File: config.mk
export PLATFORM = sky130hd
export DESIGN_NAME = ext_loader
export DESIGN_NICKNAME = d
export VERILOG_FILES = /design/src/rtl/loader_pkg.sv /design/src/rtl/readback_checker.sv /design/src/rtl/ext_loader.sv
export SDC_FILE = /design/constraint.sdc
export NUM_CORES = 1
export LEC_CHECK = 0
export ABC_CLOCK_PERIOD_IN_PS = 5800
export CELL_PAD_IN_SITES_DETAIL_PLACEMENT = 1
export CELL_PAD_IN_SITES_GLOBAL_PLACEMENT = 1
export CORE_UTILIZATION = 25
export CTS_CLUSTER_DIAMETER = 100
export DETAILED_ROUTE_END_ITERATION = 10
export PLACE_DENSITY = 0.53
export SLEW_MARGIN = 5
export SYNTH_ARGS = -nofsm -noshare
export SYNTH_HDL_FRONTEND = slang
export SYNTH_SLANG_ARGS = --single-unit
File: constraint.sdc
create_clock -name clk -period 5.8 [get_ports clk]
set_input_delay 0.58 -clock clk [delete_from_list [all_inputs] [get_ports clk]]
set_output_delay 0.58 -clock clk [all_outputs]
set_load 0.1 [all_outputs]
File: src/rtl/loader_pkg.sv
// Shared types and constants for the external program/data loader.
// Holds the FSM encoding, the memory read latency and the word-to-byte address helper.
package loader_pkg;

  typedef enum logic [2:0] {
    ST_IDLE     = 3'd0,
    ST_LOAD_I   = 3'd1,
    ST_LOAD_D   = 3'd2,
    ST_VERIFY_I = 3'd3,
    ST_VERIFY_D = 3'd4,
    ST_RUN      = 3'd5,
    ST_FAIL     = 3'd6
  } loader_state_e;

  localparam int RD_LAT      = 1;
  localparam int BYTE_STRIDE = 4;
  localparam int CNT_W       = 11;

  function automatic logic [31:0] byte_addr(input logic [CNT_W-1:0] idx);
    return 32'(idx) * 32'(BYTE_STRIDE);
  endfunction

endpackage

File: src/rtl/readback_checker.sv
// Delays the read strobes by the memory latency, accumulates the returned words
// and compares the read checksums against the write checksums.
module readback_checker
  import loader_pkg::*;
(
  input  logic        clk,
  input  logic        rst_n,
  input  logic        clear_i,
  input  logic        ren_i_i,
  input  logic        ren_d_i,
  input  logic [31:0] rdata_i_i,
  input  logic [31:0] rdata_d_i,
  input  logic [31:0] wsum_i_i,
  input  logic [31:0] wsum_d_i,
  output logic        match_o
);

  logic [RD_LAT-1:0] pipe_i_q, pipe_d_q;
  logic [31:0]       rsum_i_q, rsum_d_q;
  logic [31:0]       rsum_i_d, rsum_d_d;

  // The compare looks at the next-cycle sums so the word returning this cycle
  // is already included when the FSM decides on its final transition.
  always_comb begin
    rsum_i_d = rsum_i_q + (pipe_i_q[RD_LAT-1] ? rdata_i_i : 32'd0);
    rsum_d_d = rsum_d_q + (pipe_d_q[RD_LAT-1] ? rdata_d_i : 32'd0);
    match_o  = (rsum_i_d == wsum_i_i) && (rsum_d_d == wsum_d_i);
  end

  always_ff @(posedge clk) begin
    if (!rst_n) begin
      pipe_i_q <= '0;
      pipe_d_q <= '0;
      rsum_i_q <= '0;
      rsum_d_q <= '0;
    end else begin
      pipe_i_q <= RD_LAT'({pipe_i_q, ren_i_i});
      pipe_d_q <= RD_LAT'({pipe_d_q, ren_d_i});
      if (clear_i) begin
        rsum_i_q <= '0;
        rsum_d_q <= '0;
      end else begin
        rsum_i_q <= rsum_i_d;
        rsum_d_q <= rsum_d_d;
      end
    end
  end

endmodule

File: src/rtl/ext_loader.sv
// Streams host words into instruction then data memory, reads both back to
// confirm their checksums, and enables the CPU only when both match.
module ext_loader
  import loader_pkg::*;
#(
  parameter int IMEM_WORDS = 512,
  parameter int DMEM_WORDS = 1024
) (
  input  logic          clk,
  input  logic          arst_n,
  input  logic          start,
  input  logic [9:0]    imem_count,
  input  logic [10:0]   dmem_count,
  input  logic          s_valid,
  output logic          s_ready,
  input  logic [31:0]   s_data,
  output logic [31:0]   addr_ext,
  output logic          wen_ext,
  output logic          ren_ext,
  output logic [31:0]   wdata_ext,
  input  logic [31:0]   rdata_ext,
  output logic [31:0]   addr_ext_2,
  output logic          wen_ext_2,
  output logic          ren_ext_2,
  output logic [31:0]   wdata_ext_2,
  input  logic [31:0]   rdata_ext_2,
  output logic          cpu_enable,
  output logic          busy,
  output logic          done,
  output logic          error,
  output loader_state_e dbg_state
);

  // Stream handshake: a word transfers on a rising edge where s_valid && s_ready.
  // s_ready is a pure decode of the state; s_data must be stable while s_valid=1.

  localparam logic [31:0] IMAX = 32'(IMEM_WORDS);
  localparam logic [31:0] DMAX = 32'(DMEM_WORDS);

  loader_state_e    state_q;
  logic [CNT_W-1:0] cnt_q;
  logic [9:0]       icnt_q;
  logic [10:0]      dcnt_q;
  logic [31:0]      wsum_i_q, wsum_d_q;

  logic             in_li, in_ld, in_vi, in_vd;
  logic [CNT_W-1:0] cur_cnt;
  logic             load_last, vfy_last, rd_issue, start_ok, too_big, match;

  always_comb begin
    in_li     = (state_q == ST_LOAD_I);
    in_ld     = (state_q == ST_LOAD_D);
    in_vi     = (state_q == ST_VERIFY_I);
    in_vd     = (state_q == ST_VERIFY_D);
    cur_cnt   = (in_li || in_vi) ? {1'b0, icnt_q} : dcnt_q;
    load_last = (cnt_q == cur_cnt - 11'd1);
    rd_issue  = (in_vi || in_vd) && (cnt_q < cur_cnt);
    // Keep counting past the last read until its data has been summed.
    vfy_last  = (cur_cnt == '0) || (cnt_q == cur_cnt + CNT_W'(RD_LAT - 1));
    start_ok  = start && (state_q == ST_IDLE || state_q == ST_RUN || state_q == ST_FAIL);
    too_big   = ({22'd0, imem_count} > IMAX) || ({21'd0, dmem_count} > DMAX);
  end

  assign s_ready     = in_li || in_ld;
  assign wen_ext     = in_li && s_valid;
  assign ren_ext     = in_vi && rd_issue;
  assign addr_ext    = (in_li || in_vi) ? byte_addr(cnt_q) : 32'd0;
  assign wdata_ext   = in_li ? s_data : 32'd0;
  assign wen_ext_2   = in_ld && s_valid;
  assign ren_ext_2   = in_vd && rd_issue;
  assign addr_ext_2  = (in_ld || in_vd) ? byte_addr(cnt_q) : 32'd0;
  assign wdata_ext_2 = in_ld ? s_data : 32'd0;
  assign cpu_enable  = (state_q == ST_RUN);
  assign done        = (state_q == ST_RUN);
  assign error       = (state_q == ST_FAIL);
  assign busy        = in_li || in_ld || in_vi || in_vd;
  assign dbg_state   = state_q;

  readback_checker u_chk (
    .clk       (clk),
    .rst_n     (arst_n),
    .clear_i   (start_ok),
    .ren_i_i   (ren_ext),
    .ren_d_i   (ren_ext_2),
    .rdata_i_i (rdata_ext),
    .rdata_d_i (rdata_ext_2),
    .wsum_i_i  (wsum_i_q),
    .wsum_d_i  (wsum_d_q),
    .match_o   (match)
  );

  always_ff @(posedge clk) begin
    if (!arst_n) begin
      state_q  <= ST_IDLE;
      cnt_q    <= '0;
      icnt_q   <= '0;
      dcnt_q   <= '0;
      wsum_i_q <= '0;
      wsum_d_q <= '0;
    end else if (start_ok) begin
      icnt_q   <= imem_count;
      dcnt_q   <= dmem_count;
      cnt_q    <= '0;
      wsum_i_q <= '0;
      wsum_d_q <= '0;
      if (too_big)                state_q <= ST_FAIL;
      else if (imem_count != '0)  state_q <= ST_LOAD_I;
      else if (dmem_count != '0)  state_q <= ST_LOAD_D;
      else                        state_q <= ST_VERIFY_I;
    end else begin
      case (state_q)
        ST_LOAD_I: if (s_valid) begin
          wsum_i_q <= wsum_i_q + s_data;
          if (load_last) begin
            cnt_q   <= '0;
            state_q <= (dcnt_q != '0) ? ST_LOAD_D : ST_VERIFY_I;
          end else begin
            cnt_q <= cnt_q + 11'd1;
          end
        end
        ST_LOAD_D: if (s_valid) begin
          wsum_d_q <= wsum_d_q + s_data;
          if (load_last) begin
            cnt_q   <= '0;
            state_q <= ST_VERIFY_I;
          end else begin
            cnt_q <= cnt_q + 11'd1;
          end
        end
        ST_VERIFY_I: begin
          if (vfy_last) begin
            cnt_q <= '0;
            if (dcnt_q != '0) state_q <= ST_VERIFY_D;
            else              state_q <= match ? ST_RUN : ST_FAIL;
          end else begin
            cnt_q <= cnt_q + 11'd1;
          end
        end
        ST_VERIFY_D: begin
          if (vfy_last) begin
            cnt_q   <= '0;
            state_q <= match ? ST_RUN : ST_FAIL;
          end else begin
            cnt_q <= cnt_q + 11'd1;
          end
        end
        default: ;
      endcase
    end
  end

endmodule

# Yosys cells after proc, flatten, opt, wreduce, memory -nomap -nowiden
# Index checks and enable logic that the tools add are counted.
# classes
n_addsub,6
magnitude_cmp,3
eq_ne,17
mux,25
bitwise,1
n_reduce_logical,31
# op_table
op,count
32-bit adder,4
32-bit 2-to-1 mux,4
32-bit equality test,2
11-bit 2-to-1 mux,4
13-bit 2-to-1 mux,2
3-bit 2-to-1 mux,8
11-bit equality test,2
11-bit case mux with 2 select lines,1
11-bit nonzero test,2
"3-bit by 1-bit != test with 1-bit output, second input constant",4
3-bit case mux with 4 select lines,1
"11-bit by 1-bit adder with 11-bit output, second input constant",1
"11-bit greater-than comparator, second input constant",1
11-bit logical NOT,1
11-bit less-than comparator,1
"11-bit by 1-bit subtractor with 11-bit output, second input constant",1
"10-bit greater-than comparator, second input constant",1
1-bit logical OR,10
10-bit nonzero test,1
"3-bit equality test, second input constant",3
1-bit logical AND,7
7-bit AND reduction,1
"3-bit by 2-bit equality test with 1-bit output, second input constant",2
2-bit 2-to-1 mux,3
other kinds (10),16
# totals
ff_bits,165
inputBits,121
output_inout_bits,140
wordCells,93

# Depth between registers and ports, before layout
# depth
depth_word,9
depth_mapped,19
mapped_depth_nobuf,16

# Modules after synthesis
# A second synthesis with hierarchy kept.
# hier_totals
hier_cells,2065
area_unflattened_um2,15621.2
# by_module_without_submodules
module,n_inst,cells_per_inst,area_each_um2,seq_area_each_um2
ext_loader,1,1172,8643.3,1981.9
readback_checker,1,893,6977.9,1321.3

# Least setup slack after synthesis
# Ideal clock, no wire load.
# synth_timing
path_kind,register to output
from,"register state_q[0], in the netlist dbg_state[0]"
to,output ren_ext_2
t_arrival_ns,5.238
required_time_ns,5.220
slack_ns,-0.018
path_stages_with_launch,19
path_buffers,4
path_cell_list,dfxtp_1 > buf_4 > and2b_1 > buf_4 > buf_1 > clkbuf_1 > mux2i_1 > ha_1 > nor2b_1 > o21a_1 > o21a_1 > o21a_1 > o21a_1 > o21a_1 > o21a_1 > o21ai_0 > a21oi_1 > a2111oi_0 > and3_1
# synth_between
elab_chain_cells,6
word_cells_on_any_way,9
cone_classes,order compare: 1; eq/ne: 3; mux: 1; reduce/logical: 4
# synth_rtl
element,line_no,text
"start, declared",ext_loader.sv:40,loader_state_e state_q;
"start signal, assigned",ext_loader.sv:116,state_q <= (dcnt_q != '0) ? ST_LOAD_D : ST_VERIFY_I;
"start signal, assigned",ext_loader.sv:134,else state_q <= match ? ST_RUN : ST_FAIL;
"start signal, assigned",ext_loader.sv:142,state_q <= match ? ST_RUN : ST_FAIL;
3-bit by 1-bit equality test with 1-bit output / 3-bit by 2-bit equality test with 1-bit output (equally long branches),"ext_loader.sv:51, ext_loader.sv:53",
1-bit logical OR,ext_loader.sv:55,"cur_cnt = (in_li || in_vi) ? {1'b0, icnt_q} : dcnt_q;"
11-bit 2-to-1 mux,ext_loader.sv:55,
11-bit less-than comparator,ext_loader.sv:57,rd_issue = (in_vi || in_vd) && (cnt_q < cur_cnt);
1-bit logical AND,ext_loader.sv:57,
1-bit logical AND *,ext_loader.sv:70,assign ren_ext_2 = in_vd && rd_issue;
"end, declared",ext_loader.sv:24,"output logic ren_ext_2,"
# Mark *: on every way between the ends. The rest lies on a longest branch, timed or not.

# Worst setup path in the final report
# layout_timing
from,"register state_q[2], in the netlist dbg_state[2]"
to,output ren_ext_2
# The elaborated chain is that of the path after synthesis.

==> flow_metrics.env <==
export IMPL_status="finished, final reports clean"
export IMPL_clock_skew_ns=0.0145
export IMPL_cp_max_fo=31
export IMPL_combPwrFrac_pct=55.5
export IMPL_cts_tree="yes"
export IMPL_cp_startpoint="dbg_state[2]$_SDFFE_PN0P_"
export IMPL_swShare_pct=51.7
export IMPL_hold_violations=0
export IMPL_ys_flop_type="dfxtp_1"
export IMPL_clkPwrFrac_pct=20.9
export IMPL_ys_ff_latch=165
export IMPL_clock_sinks=165
export IMPL_first_pass_iters=5
export IMPL_area_delta_synth_final_pct=21.8
export IMPL_fmax_ghz=0.186
export IMPL_synth_cell_types=95
export IMPL_pin_count=261
export IMPL_powerDensity_nw_per_um2=290
export IMPL_grt_antenna_before_repair=3
export IMPL_syn_area_um2=15700
export IMPL_drc_errors=0
export IMPL_min_from="icnt_q[9]$_SDFFE_PN0P_"
export IMPL_netlist_top_cells_area="dfxtp_1, ha_1, nand2_1, a21oi_1, xnor2_1"
export IMPL_tns_ns=0
export IMPL_fin_crit_sh_pct=92.9
export IMPL_portBuffers=218
export IMPL_dpl_hpwl_um=52700
export IMPL_ant_nets=0
export IMPL_grt_pass1_vias=16000
export IMPL_cts_buffers=17
export IMPL_syn_avg_cell_area_um2=7.57
export IMPL_rows=91
export IMPL_fill_cells=7493
export IMPL_viasPerCell=5.05
export IMPL_holdWs_ns=0.475
export IMPL_finalSetupViolCount=0
export IMPL_num_vias=15600
export IMPL_cts_reportedPaths_clkPinSlew_ns=0.08
export IMPL_clock_latency_ns=0.50
export IMPL_seq_area_um2=3300
export IMPL_insertedDiodeCount=0
export IMPL_ys_top_cells_by_count="nand2_1, a21oi_1, nor2_1, dfxtp_1, ha_1"
export IMPL_die_w_um=253
export IMPL_die_area_um2=63900
export IMPL_utilization_pct=30.9
export IMPL_p_sw_mw=2.87
export IMPL_initial_core_util_pct=25.4
export IMPL_nets=2502
export IMPL_cp_end_kind="primary output"
export IMPL_p_seq_share_pct=23.7
export IMPL_grt_overflow_total=0
export IMPL_yosysSeqAreaShare_pct=21.0
export IMPL_wl_um=65500
export IMPL_drt_iter0_markers=775
export IMPL_synth_most_common_cell="nand2_1"
export IMPL_holdCritPathClass="flip-flop to flip-flop"
export IMPL_ys_async_sr_fraction_pct=0
export IMPL_clk_path_buf_depth=2
export IMPL_synth_top_cell_area_share_pct=21.0
export IMPL_die_h_um=253
export IMPL_htreeDepth=4
export IMPL_r2r_start="u_chk.pipe_i_q$_SDFF_PN0_"
export IMPL_critPathArrivalTime_ns=4.81
export IMPL_globalplace_congestion=0.891
export IMPL_rsz0062_at_grt="no"
export IMPL_root_buffer="clkbuf_16"
export IMPL_p_int_mw=2.69
export IMPL_fin_crit_ns=5.39
export IMPL_design_area_um2=19200
export IMPL_synth_top_cell_by_area="dfxtp_1"
export IMPL_max_vdd_ir_drop_v=0.000304
export IMPL_drive_above_1_share_pct=4.88
export IMPL_ys_warn_count=0
export IMPL_drv_cap=0
export IMPL_slew_violations=0
export IMPL_synth_edf_count=0
export IMPL_grt_pass1_wl_um=98400
export IMPL_worstSetupPathType="flip-flop to primary output"
export IMPL_dpl_cell_area_um2=18600
export IMPL_grt_max_degree=47
export IMPL_worstMarginPinSlew_ns=1.02
export IMPL_synth_cells=2077
export IMPL_multi_input_area_um2=11600
export IMPL_relSlewSlack_pct=31.9
export IMPL_core_area_um2=61900
export IMPL_critPathRequiredTime_ns=5.22
export IMPL_wl_per_cell_um=21.2
export IMPL_p_leak_nw=7.89
export IMPL_grt_use_total_pct=20.5
export IMPL_start_kind="flip-flop"
## layer usage
layer | up-vias | global-route usage (%) | share of wire [%]
li1 | 7624 | - | -
met1 | 7582 | 27.1 | 47
met2 | 333 | 33.9 | 47
met3 | 58 | 3.84 | 4.4
met4 | 0 | 5.45 | 2.0
met5 | - | 0 | 0
## kinds of logic after synthesis
group | synth area share, %
xor gates and xnor gates | 10.7
and+or+nand+nor | 27.7
other | 0.0238
DFF | 21.0
muxes | 1.62
buffers and inverters | 6.11
adders and majority gates | 11.6
AOI/OAI and AO/OA | 21.3
## critical path: stages, from the launching register on
cell       delay, ns
dfxtp_1         0.30
buf_4           0.18
and2b_2         0.55
buf_4           0.43
mux2i_1         0.39
ha_1            0.32
o21a_1          0.11
o21a_1          0.16
o21a_1          0.16
o21a_1          0.16
o21a_1          0.16
o21ai_0         0.16
a21oi_1         0.11
a2111oi_0       0.53
and3_2          0.37
buf_12          0.19
## repair_timing
item	CTS	global route
buffers inserted	0	0
hold buffers	0	0
resized for setup	1	2
setup endpoints to repair	1	1
## state kept, by name, indices dropped and copies added, names as in the netlist
register / cells
wsum_d_q: 32
cnt_q: 11
u_chk.pipe_i_q: 1
u_chk.rsum_d_q: 32
dbg_state: 3
u_chk.pipe_d_q: 1
dcnt_q: 11
icnt_q: 10
wsum_i_q: 32
u_chk.rsum_i_q: 32
## cells in the final DEF (no fill, tap or decap), drive strengths merged, types with 20 or more instances in the layout
| cell type | netlist | final |
|---|---|---|
| clkbuf | 76 | 20 |
| dfxtp | 165 | 165 |
| nor3 | 49 | 49 |
| o21a | 33 | 33 |
| and2 | 123 | 123 |
| conb | 1 | 42 |
| a21o | 39 | 39 |
| nor2 | 173 | 173 |
| and3 | 58 | 58 |
| a31oi | 23 | 23 |
| nor4 | 21 | 21 |
| clkdlybuf4s50 | 0 | 214 |
| a211oi | 22 | 22 |
| a21oi | 180 | 180 |
| nand3 | 53 | 53 |
| buf | 73 | 38 |
| o21ai | 75 | 75 |
| nand2 | 247 | 247 |
| mux2i | 24 | 24 |
| inv | 37 | 40 |
| nor2b | 28 | 28 |
| xor2 | 67 | 67 |
| nand4 | 34 | 34 |
| ha | 138 | 138 |
| xnor2 | 102 | 102 |
| a21boi | 32 | 32 |
## layout make-up
cell class,count,share of cell area [%]
multi-input combinational,1766,60.7
sequential,165,17.3
timing repair buffer,252,12.9
tap,837,5.47
clock buffer,20,2.38
inverter,37,0.725
clock inverter,12,0.510
## power by group through the flow
| stage | Combinational (mW) | Sequential (mW) | Clock [mW] |
|---|---|---|---|
| 2_1_floorplan | 2.22 | 1.35 | 0 |
| 3_3_place_gp | 3.07 | 1.34 | 0 |
| 3_5_place_dp | 3.09 | 1.34 | 0 |
| 4_1_cts | 3.11 | 1.31 | 1.20 |
| 5_1_grt | 3.29 | 1.33 | 1.23 |
| 6_report | 3.08 | 1.32 | 1.16 |
## per-stage QoR
stage,power (mW),setup WS (ns),std cells
3_3_place_gp,4.41,-0.152,3057
6_report,5.56,0.415,3089
3_5_place_dp,4.44,-0.237,3057
5_1_grt,5.85,0.163,3089
4_1_cts,5.62,0.188,3089
2_1_floorplan,3.57,0.0302,2118
## path summary, 6_finish.rpt
| path | endpoint | cells past startpoint | slack (ns) |
|---|---|---|---|
| setup reg to reg | dbg_state[1]$_SDFFE_PN0P_ | 16 | 0.45 |
| hold / removal | icnt_q[9]$_SDFFE_PN0P_ | 2 | 0.47 |
| hold reg to reg | icnt_q[9]$_SDFFE_PN0P_ | 2 | 0.47 |
| setup / recovery | ren_ext_2 | 15 | 0.41 |
Note: power is estimated with default switching activity, not from simulation.
